### src/rtl/issue_queue_age.sv
// 16-entry out-of-order issue queue with compact per-entry ages (0 = oldest),
// tag wakeup, lowest-free-slot allocation and grant-driven issue.
module issue_queue_age #(
  parameter int OPCODE_WIDTH = 7,
  parameter int AGE          = 5,
  parameter int TAG_WIDTH    = 6
) (
  input  logic                     clk,
  input  logic                     rst,
  input  logic                     flush,
  input  logic                     in_valid,
  output logic                     in_ready,
  input  logic [OPCODE_WIDTH-1:0]  in_op,
  input  logic [TAG_WIDTH-1:0]     in_src1_tag,
  input  logic [TAG_WIDTH-1:0]     in_src2_tag,
  input  logic                     in_src1_rdy,
  input  logic                     in_src2_rdy,
  input  logic [TAG_WIDTH-1:0]     in_dst_tag,
  input  logic                     wakeup_valid,
  input  logic [TAG_WIDTH-1:0]     wakeup_tag,
  output logic [16*OPCODE_WIDTH-1:0] entry_op,
  output logic [15:0]              entry_req,
  output logic [16*AGE-1:0]        entry_age,
  input  logic                     grant_valid,
  input  logic [3:0]               grant_addr,
  output logic                     issue_valid,
  output logic [OPCODE_WIDTH-1:0]  issue_op,
  output logic [TAG_WIDTH-1:0]     issue_src1_tag,
  output logic [TAG_WIDTH-1:0]     issue_src2_tag,
  output logic [TAG_WIDTH-1:0]     issue_dst_tag,
  output logic [4:0]               count
);
  localparam int N = 16;

  logic                    valid_reg   [N];
  logic [OPCODE_WIDTH-1:0] op_reg      [N];
  logic [TAG_WIDTH-1:0]    s1_tag_reg  [N];
  logic [TAG_WIDTH-1:0]    s2_tag_reg  [N];
  logic                    s1_rdy_reg  [N];
  logic                    s2_rdy_reg  [N];
  logic [TAG_WIDTH-1:0]    dst_tag_reg [N];
  logic [AGE-1:0]          age_reg     [N];
  logic [4:0]              count_reg;

  logic                    issue_valid_reg;
  logic [OPCODE_WIDTH-1:0] issue_op_reg;
  logic [TAG_WIDTH-1:0]    issue_src1_reg;
  logic [TAG_WIDTH-1:0]    issue_src2_reg;
  logic [TAG_WIDTH-1:0]    issue_dst_reg;

  logic [N-1:0]   req;
  logic [3:0]     alloc_idx;
  logic           alloc;
  logic           issue_fire;
  logic [AGE-1:0] grant_age;
  logic [AGE-1:0] new_age;
  logic           in_wake1;
  logic           in_wake2;
  logic [4:0]     count_next;

  genvar gi;
  generate
    for (gi = 0; gi < N; gi++) begin : g_entry
      assign req[gi] = valid_reg[gi] & s1_rdy_reg[gi] & s2_rdy_reg[gi];
      assign entry_op[gi*OPCODE_WIDTH +: OPCODE_WIDTH] = op_reg[gi];
      assign entry_age[gi*AGE +: AGE] = age_reg[gi];
    end
  endgenerate

  // Lowest-index free slot; uses registered valid so a slot freed this cycle is not reused.
  always_comb begin
    alloc_idx = 4'd0;
    for (int i = N - 1; i >= 0; i--) begin
      if (!valid_reg[i]) alloc_idx = 4'(i);
    end
  end

  assign in_ready   = (count_reg != 5'd16);
  assign alloc      = in_valid && in_ready && !flush;
  assign issue_fire = grant_valid && req[grant_addr] && !flush;
  assign grant_age  = age_reg[grant_addr];
  assign new_age    = AGE'(count_reg) - AGE'(issue_fire);
  assign in_wake1   = wakeup_valid && (in_src1_tag == wakeup_tag);
  assign in_wake2   = wakeup_valid && (in_src2_tag == wakeup_tag);
  assign count_next = count_reg + 5'(alloc) - 5'(issue_fire);

  always_ff @(posedge clk or posedge rst) begin
    if (rst) begin
      for (int i = 0; i < N; i++) begin
        valid_reg[i]   <= 1'b0;
        op_reg[i]      <= '0;
        s1_tag_reg[i]  <= '0;
        s2_tag_reg[i]  <= '0;
        s1_rdy_reg[i]  <= 1'b0;
        s2_rdy_reg[i]  <= 1'b0;
        dst_tag_reg[i] <= '0;
        age_reg[i]     <= '0;
      end
      count_reg <= '0;
    end else if (flush) begin
      for (int i = 0; i < N; i++) valid_reg[i] <= 1'b0;
      count_reg <= '0;
    end else begin
      for (int i = 0; i < N; i++) begin
        if (issue_fire && (grant_addr == 4'(i))) begin
          valid_reg[i] <= 1'b0;
        end else if (valid_reg[i] && issue_fire && (age_reg[i] > grant_age)) begin
          age_reg[i] <= age_reg[i] - 1'b1;
        end
        if (valid_reg[i] && wakeup_valid && (s1_tag_reg[i] == wakeup_tag)) s1_rdy_reg[i] <= 1'b1;
        if (valid_reg[i] && wakeup_valid && (s2_tag_reg[i] == wakeup_tag)) s2_rdy_reg[i] <= 1'b1;
        // Allocation only targets an invalid slot, so it never collides with issue/wakeup above.
        if (alloc && (alloc_idx == 4'(i))) begin
          valid_reg[i]   <= 1'b1;
          op_reg[i]      <= in_op;
          s1_tag_reg[i]  <= in_src1_tag;
          s2_tag_reg[i]  <= in_src2_tag;
          s1_rdy_reg[i]  <= in_src1_rdy | in_wake1;
          s2_rdy_reg[i]  <= in_src2_rdy | in_wake2;
          dst_tag_reg[i] <= in_dst_tag;
          age_reg[i]     <= new_age;
        end
      end
      count_reg <= count_next;
    end
  end

  always_ff @(posedge clk or posedge rst) begin
    if (rst) begin
      issue_valid_reg <= 1'b0;
      issue_op_reg    <= '0;
      issue_src1_reg  <= '0;
      issue_src2_reg  <= '0;
      issue_dst_reg   <= '0;
    end else begin
      issue_valid_reg <= issue_fire;
      if (issue_fire) begin
        issue_op_reg   <= op_reg[grant_addr];
        issue_src1_reg <= s1_tag_reg[grant_addr];
        issue_src2_reg <= s2_tag_reg[grant_addr];
        issue_dst_reg  <= dst_tag_reg[grant_addr];
      end
    end
  end

  assign entry_req      = req;
  assign count          = count_reg;
  assign issue_valid    = issue_valid_reg;
  assign issue_op       = issue_op_reg;
  assign issue_src1_tag = issue_src1_reg;
  assign issue_src2_tag = issue_src2_reg;
  assign issue_dst_tag  = issue_dst_reg;

endmodule

### config.mk
export PLATFORM = sky130hd
export DESIGN_NAME = issue_queue_age
export DESIGN_NICKNAME = d
export VERILOG_FILES = /design/src/rtl/issue_queue_age.sv
export SDC_FILE = /design/constraint.sdc
export NUM_CORES = 2
export LEC_CHECK = 0
export BUFFER_PORTS_ARGS = -buffer_cell sky130_fd_sc_hd__buf_2
export CORE_MARGIN = 2
export CORE_UTILIZATION = 40
export DETAILED_ROUTE_END_ITERATION = 10
export SLEW_MARGIN = 20
export SYNTH_ARGS = -nofsm -noshare
export SYNTH_HDL_FRONTEND = slang
export SYNTH_SLANG_ARGS = --single-unit
export TNS_END_PERCENT = 50
### constraint.sdc
create_clock -name clk -period 16.1 [get_ports clk]
set_clock_uncertainty 0.2 [all_clocks]
set_input_delay 1.61 -clock clk [delete_from_list [all_inputs] [get_ports clk]]
set_output_delay 1.61 -clock clk [all_outputs]
set_load 0.02 [all_outputs]
==> results.py <==
metrics = {
    "sta": {
        "rsz0062_at_grt": "false",
        "finalHoldViolCount": 0,
        "period_minus_slack_ns": 7.45,
        "worst_pin_slew_ns": 1.16,
        "fmax_mhz": 134,
        "final.period_utilization_pct": 46.3,
        "final_max_slew_viol_count": 0,
        "slew_headroom_pct": 22.9,
        "finalSetupViolCount": 0,
        "setup_ws_ns": 8.65,
        "tns_ns": 0,
    },
    "clocking": {
        "cts_buffers": 66,
        "post-cts-setup-buffers": 0,
        "clock_latency_ns": 0.61,
        "clkTransAtPathRegs_ns": 0.05,
        "clockRootBuffer": "clkbuf_16",
        "cts_tree": "done",
        "clock_path_buffers": 3,
        "cts.htree.levels": 3,
        "holdBufCountCts": 0,
        "cts.sinks": 559,
        "cts-resized-gates": 0,
    },
    "layout": {
        "drive_gt1_share_pct": 29.9,
        "area_growth_pct": 14.6,
        "multi_input_area_mm2": 0.0162,
        "nets": 3133,
        "ff_latch_area_mm2": 0.0140,
        "fillers": 7109,
        "final_common_cell": "dfrtp_1",
        "diodes": 0,
        "final_cell_mix": "559 x dfrtp_1, 533 x nand2_1, 280 x buf_2",
        "largest_reg_flops": 112,
    },
    "setup_path": {
        "critPathMaxStageDelay_ns": 0.92,
        "cpMaxStageDelayCell": "buf_4",
        "worstSetupPathType": "in -> reg",
        "path_buf_inv": 6,
        "cpMostUsedCell": "buf_4",
        "critPathLaunchType": "primary input",
        "path_delay_family": "buffers and inverters",
        "cp_num_cells": 13,
        "r2r_cells": 11,
        "path_cells": "buf_6 > buf_4 > nand2_2 > a2bb2oi_1 > and3_1 > or4_4 > buf_4 > inv_2 > buf_4 > ha_1 > ha_1 > inv_1 > a221o_1",
        "crit_fanout": 75,
        "critPathRequiredTime_ns": 16.38,
        "arrival_ns": 7.73,
        "endpoint_kind": "flop",
    },
    "placed_design": {
        "port_buffers": 282,
        "gp_congestion": 0.921,
        "post-place-ws_ns": 8.14,
        "dpl.hpwl_um": 70100,
    },
    "logic_synthesis": {
        "syn_inst": 2791,
        "synth.net_count": 2940,
        "synth.avg_cell_area_um2": 11.2,
        "synthArstFlopShare_pct": 100,
        "synth_seq_cells": 559,
        "synth-edff-count": 0,
        "synth.yosys.warnings": 0,
        "ys.flop_type": "dfrtp_1",
        "synthDistinctLibCells": 66,
        "synth_area_mm2": 0.0312,
        "synth.yosys.seq_area_share_pct": 44.8,
    },
    "detailed_routing": {
        "drtAntennaViolNets": 0,
        "vias": 23938,
        "wirelength_um": 106000,
        "wl_per_cell_um": 25.9,
        "drt_first_pass_iters": 6,
        "drc": 0,
        "vias_per_cell": 5.87,
        "drt_iter0_drc": 2278,
    },
    "global_route": {
        "grt_max_degree": 192,
        "grt_antenna_before_repair": 5,
        "grt_pass1_vias": 24224,
        "grt_usage_pct": 26.0,
        "grt_first_pass_wirelength_um": 160000,
        "grt.overflow.total": 0,
    },
    "floorplan": {
        "core-area_mm2": 0.0773,
        "die_h_um": 283,
        "ioPinCount": 283,
        "die_area_mm2": 0.0803,
        "die_w_um": 283,
        "rows": 102,
        "initial_core_util_pct": 40.4,
    },
    "power_and_ir_drop": {
        "power-per-cell-area_mw_per_mm2": 110,
        "leakagePower_nw": 17.5,
        "vdd_ir_drop_max_v": 0.0000638,
    },
    "min_path": {
        "hold_depth": 2,
        "hold_path_class": "reg -> reg",
    },
    "flow_run": {
        "maxCapViolCount": 0,
    },
    "status": {
        "status": "finished, final reports clean",
    },
}
per-layer routing:
| metal | part of all wire [%] | track usage, % |
|---|---|---|
| met1 | 42 | 35.7 |
| met2 | 47 | 42.0 |
| met3 | 8.2 | 5.27 |
| met4 | 2.6 | 7.30 |
| met5 | 0.063 | 0 |
cells in the mapped netlist (4+ instances only):
cell type | instances | area (um^2)
a221o_1 | 4 | 40.0
nand2_1 | 533 | 2000
or3_1 | 19 | 119
o21ai_0 | 41 | 205
mux2_2 | 279 | 3140
a31oi_1 | 5 | 31.3
buf_1 | 30 | 113
mux4_2 | 150 | 3380
a211o_1 | 5 | 43.8
buf_4 | 4 | 30.0
nand3_1 | 47 | 235
a41o_1 | 4 | 40.0
a221oi_1 | 4 | 35.0
clkbuf_1 | 127 | 477
and3_1 | 20 | 125
inv_1 | 72 | 270
xor2_1 | 129 | 1130
o211ai_1 | 6 | 45.0
o221ai_1 | 11 | 96.3
o311ai_0 | 6 | 52.6
mux2i_1 | 18 | 180
nand4_1 | 36 | 225
o22ai_1 | 4 | 25.0
nor2_1 | 63 | 236
o21a_1 | 14 | 105
and4_1 | 4 | 35.0
nor4_4 | 8 | 170
a21oi_1 | 80 | 400
a31o_2 | 8 | 70.1
dfrtp_1 | 559 | 14000
nor4_1 | 28 | 175
nor3_1 | 53 | 265
buf_2 | 45 | 225
xnor2_1 | 143 | 1250
nand2b_1 | 11 | 68.8
a311oi_1 | 6 | 52.6
or2_2 | 4 | 25.0
nor2b_1 | 23 | 144
o21ai_1 | 19 | 95.1
a21o_1 | 8 | 60.1
a2bb2oi_1 | 19 | 166
ha_1 | 105 | 1310
cell families after synthesis:
family | Yosys count | synth area share (%)
adders and majority gates | 106 | 4.27
xor gates and xnor gates | 272 | 7.63
muxes | 447 | 21.5
AOI/OAI and AO/OA | 265 | 5.65
and+or+nand+nor | 862 | 12.6
buffers and inverters | 280 | 3.62
DFF | 559 | 44.8
power breakdown:
part,total (mW),internal [mW],switching [mW]
registers,1.66,1.53,0.126
logic,0.773,0.328,0.445
clock network,1.50,0.876,0.621
final timing paths:
kind / from / end / slack, ns
worst max-delay path: grant_addr[1] / entry_age[71] / 8.65
max in group asynchronous: rst / entry_age[70] / 12.78
min in group asynchronous: rst / issue_src2_tag[2] / 0.67
worst max register to register: valid_reg[12] / entry_age[71] / 10.51
worst min register to register: dst_tag_reg[46] / dst_tag_reg[46] / 0.27
worst min-delay path: dst_tag_reg[46] / dst_tag_reg[46] / 0.27
worst reg2reg max path, delay by kind of cell (launching register included):
kind,cells,cell delay [ns]
DFF,1,0.71
adders and majority gates,2,0.95
AOI/OAI and AO/OA,3,0.75
and+or+nand+nor,2,0.91
buffers and inverters,4,1.96
final cells by class:
class                   count  share of cell area (%)
flip-flops and latches    559                    39.1
clock buffers              98                    5.44
multi-input cells        1952                    45.2
repair buffers            332                    5.25
clock inverters            22                   0.591
well taps                1040                    3.64
inverters                  73                   0.776
stage by stage:
| stage | hold WS [ns] | utilization [%] | area (um^2) | instances | total power, mW |
|---|---|---|---|---|---|
| finish | 0.265 | 46.3 | 35800 | 4076 | 3.93 |
| global route | 0.299 | 46.3 | 35800 | 4076 | 4.08 |
| CTS | 0.272 | 46.2 | 35700 | 4073 | 3.95 |
| detailed placement | 0.258 | 43.4 | 33500 | 3953 | 2.45 |
| global placement | 0.245 | 43.4 | 33500 | 3953 | 2.42 |
| floorplan | 0.234 | - | 31200 | 2791 | 2.17 |
No activity file was read; power rests on OpenSTA's default activity.
